$ cat config.mk
export PLATFORM = sky130hd
export DESIGN_NAME = rf_wren_gate_check
export DESIGN_NICKNAME = d
export VERILOG_FILES = /design/src/rtl/rf_wren_gate_check.sv
export SDC_FILE = /design/constraint.sdc
export NUM_CORES = 1
export LEC_CHECK = 0
export ABC_AREA = 0
export BUFFER_PORTS_ARGS = -buffer_cell sky130_fd_sc_hd__buf_4
export CORE_MARGIN = 3
export CORE_UTILIZATION = 26
export CTS_BUF_LIST = sky130_fd_sc_hd__clkbuf_8
export CTS_CLUSTER_DIAMETER = 80
export DETAILED_ROUTE_END_ITERATION = 10
export GPL_TIMING_DRIVEN = 1
export PLACE_DENSITY = 0.56
export SETUP_SLACK_MARGIN = 0.05
export SKIP_CTS_REPAIR_TIMING = 1
export SYNTH_ARGS = -nofsm -noshare
export SYNTH_HDL_FRONTEND = slang
export SYNTH_SLANG_ARGS = --single-unit
$ cat constraint.sdc
create_clock -name vclk -period 1.8
set_input_delay 0.27 -clock vclk [all_inputs]
set_output_delay 0.27 -clock vclk [all_outputs]
set_load 0.01 [all_outputs]
$ cat src/rtl/rf_wren_gate_check.sv
// rf_wren_gate_check: write-address decode, per-word clock gates and strobe
// checker for a latch-based register file. Optional macro: RF_WREN_CHECK_EN.
//
// Ports:
//   clk_int      block clock; mem_clk_o bits are gated copies of it
//   rst_ni       async active-low reset (clears err_sticky_o only)
//   test_en_i    forces every clock gate open
//   we_i         write enable
//   waddr_i      write word address
//   wen_onehot_o decoded one-hot word strobe
//   mem_clk_o    per-word gated clocks
//   err_o        combinational strobe-check error
//   err_sticky_o registered sticky copy of err_o
module rf_wren_gate_check #(
  parameter int unsigned AddrWidth = 5,
  parameter bit          GateWord0 = 1'b0,
  localparam int unsigned NumWords = 2 ** AddrWidth
) (
  input  logic                 clk_int,
  input  logic                 rst_ni,
  input  logic                 test_en_i,
  input  logic                 we_i,
  input  logic [AddrWidth-1:0] waddr_i,
  output logic [NumWords-1:0]  wen_onehot_o,
  output logic [NumWords-1:0]  mem_clk_o,
  output logic                 err_o,
  output logic                 err_sticky_o
);

  logic [NumWords-1:0] wen;

  always_comb begin
    wen = '0;
    wen[waddr_i] = we_i;
  end

  assign wen_onehot_o = wen;

  for (genvar i = 0; i < NumWords; i++) begin : g_gate
    if (i == 0 && !GateWord0) begin : g_tie
      assign mem_clk_o[i] = 1'b0;
    end else begin : g_cg
      logic en_l;
      // Enable only moves while clk_int is low, so the AND cannot glitch.
      always_latch begin
        if (!clk_int) en_l <= wen[i] | test_en_i;
      end
      assign mem_clk_o[i] = clk_int & en_l;
    end
  end

`ifdef RF_WREN_CHECK_EN
  // Kept buffer so the checker observes the physical strobe net and
  // cannot be folded back into the decoder.
  (* keep = "true", dont_touch = "true" *)
  logic [NumWords-1:0] oh;
  assign oh = wen;

  logic err_multi;
  logic err_en;
  logic err_addr;

  assign err_multi = |(oh & (oh - NumWords'(1)));
  assign err_en    = (|oh) != we_i;
  assign err_addr  = we_i & ~oh[waddr_i];
  assign err_o     = err_multi | err_en | err_addr;

  always_ff @(posedge clk_int or negedge rst_ni) begin
    if (!rst_ni) begin
      err_sticky_o <= 1'b0;
    end else if (err_o) begin
      err_sticky_o <= 1'b1;
    end
  end
`else
  assign err_o        = 1'b0;
  assign err_sticky_o = 1'b0;

  logic unused_rst;
  assign unused_rst = rst_ni;

  if (!GateWord0) begin : g_unused_w0
    logic unused_w0;
    assign unused_w0 = wen[0];
  end
`endif

endmodule

==> flow_summary.toml <==
[final_layout]
final_cell_mix = "buf_4, nor2_1, and2_1, dlxtn_1, o21bai_1"
reg_top3 = "g_gate.g_cg.en_l x31"
top_register = "g_gate.g_cg.en_l"
fin_util_pct = 39.3
n_antenna_cell = 0
fill_cells = 480
nets = 226
layout_commonest_cell = "buf_4"
area_growth_pct = 43.4
drive_gt1_share_pct = 35.8
largest_reg_flops = 31
stdcell_area_um2 = 1750

[synthesis]
yosys_register_bits = 31
yosysTopAreaCellShare_pct = 38.2
ys_types = 14
syn_area_um2 = 1220
synth.largest_area_cell = "dlxtn_1"
netlist_instances = 159
avgSynthCellArea_um2 = 7.66
yosys-top-cells-area = "dlxtn_1, o21bai_1, and2_1, nor2_1, clkbuf_1"
synth_warnings = 0

[drt]
drt_iter0_drc = 54
postRouteAntennaNets = 0
via_per_inst = 4.36
via_count = 1164
drt-wirelength-per-cell_um = 12.9
drc = 0
firstDrtPassIters = 4
drt_wl_total_um = 3460

[timing]
max_freq_mhz = 674
hold_viol = 0
rsz0062_at_grt = "false"
post-route-min-period_ns = 1.48
period_share_pct = 82.5
unclocked_pins = 31
tns_ns = 0
setup_violations = 0
drv_slew = 0
untimed_endpoints = 31

[power_and_ir_drop]
p_leak_nw = 0.844
powerDensity_nw_per_um2 = 155
irDropWorstVdd_mv = 0.0451

[placement]
place_congestion = 0.656
hpwl_um = 2330
port-buffer-count = 71
postPlaceCellArea_um2 = 1750

[global_routing]
grt_max_degree = 63
grt_overflow = 0
grt_usage_pct = 11.7
antenna_found_initial = 0
grt_pass1_wl_um = 5240
grt_pass1_vias = 1037

[status]
status = "finished clean"

[setup_path]
worstPathArrival_ns = 1.21
worst_setup_path_start_kind = "input port"
cp.required_ns = 1.53
cp_max_fo = 15
crit_type = "input port to output pin"
cp-end-kind = "output pin"

[min_path]
min_from = "waddr_i[1]"
hold_path_end = "wen_onehot_o[11]"
hold_depth = 5
hold_class = "input port to output pin"

[floorplanning]
die_area_um2 = 5550
die_h_um = 74.5
start_util_pct = 27.4
io_pins = 75
fp.dieW_um = 74.5
placementRows = 24
core-area_um2 = 4440

[job]
drv_cap = 0
==> cell type report <==
class / count / area (µm²) / share of cell area [%]
timing repair buffer: 75 / 563 / 32.2
multi-input combinational: 109 / 654 / 37.4
tap: 52 / 65.1 / 3.72
sequential: 31 / 465 / 26.6
==> worst max-delay path, cell delays in order <==
cell and delay, ns:
buf_4 0.12, or3b_1 0.36, buf_4 0.21, nor2_1 0.12, buf_4 0.14
==> metrics by stage <==
step | power [mW] | setup slack (ns) | hold WS (ns) | cells
after floorplan | 0.184 | 0.432 | 0.690 | 161
after global placement | 0.273 | 0.315 | 1.12 | 267
after detailed placement | 0.275 | 0.308 | 1.11 | 267
after CTS | 0.276 | 0.307 | 1.12 | 267
after global routing | 0.298 | 0.239 | 1.16 | 267
final | 0.272 | 0.316 | 1.12 | 267
==> logic make-up after synthesis <==
| group | after synthesis | share of synthesized area, % |
|---|---|---|
| other | 1 | 0.308 |
| AND/OR/NAND/NOR | 75 | 33.1 |
| latches | 31 | 38.2 |
| AO/OA/AOI/OAI | 31 | 19.7 |
| buffers and inverters | 21 | 8.73 |
==> power by group <==
group | internal, mW | total, mW | switching [mW] | leakage (nW)
clock | 0 | 0 | 0 | 0
sequential | 0.0508 | 0.0541 | 0.00326 | 0.252
combinational | 0.0997 | 0.218 | 0.118 | 0.592
total | 0.151 | 0.272 | 0.121 | 0.844
==> worst max path at each step <==
stage                          start               end  slack [ns]
after CTS                 waddr_i[1]  wen_onehot_o[20]        0.31
after global placement    waddr_i[1]  wen_onehot_o[20]        0.31
final                     waddr_i[1]  wen_onehot_o[24]        0.32
after detailed placement  waddr_i[1]  wen_onehot_o[20]        0.31
after floorplan           waddr_i[2]  wen_onehot_o[10]        0.43
after global routing      waddr_i[2]  wen_onehot_o[19]        0.24
==> routing by layer <==
layer	GRT usage, %	vias to the layer above	share of wire, %	wire length, µm
met2	19.0	47	41	1420
met1	17.8	506	51	1780
met3	1.08	0	7.6	261
met5	0	-	0	0
li1	-	611	-	-
met4	0	0	0	0
==> synthesized netlist by cell type <==
| master | count |
|---|---|
| and2_1 | 31 |
| buf_2 | 7 |
| buf_4 | 3 |
| buf_6 | 1 |
| clkbuf_1 | 10 |
| conb_1 | 1 |
| dlxtn_1 | 31 |
| nand3_1 | 2 |
| nand3b_1 | 5 |
| nor2_1 | 32 |
| o21bai_1 | 29 |
| o21bai_2 | 2 |
| or3_1 | 1 |
| or3b_1 | 4 |
Note: power is estimated with default switching activity, not from simulation.
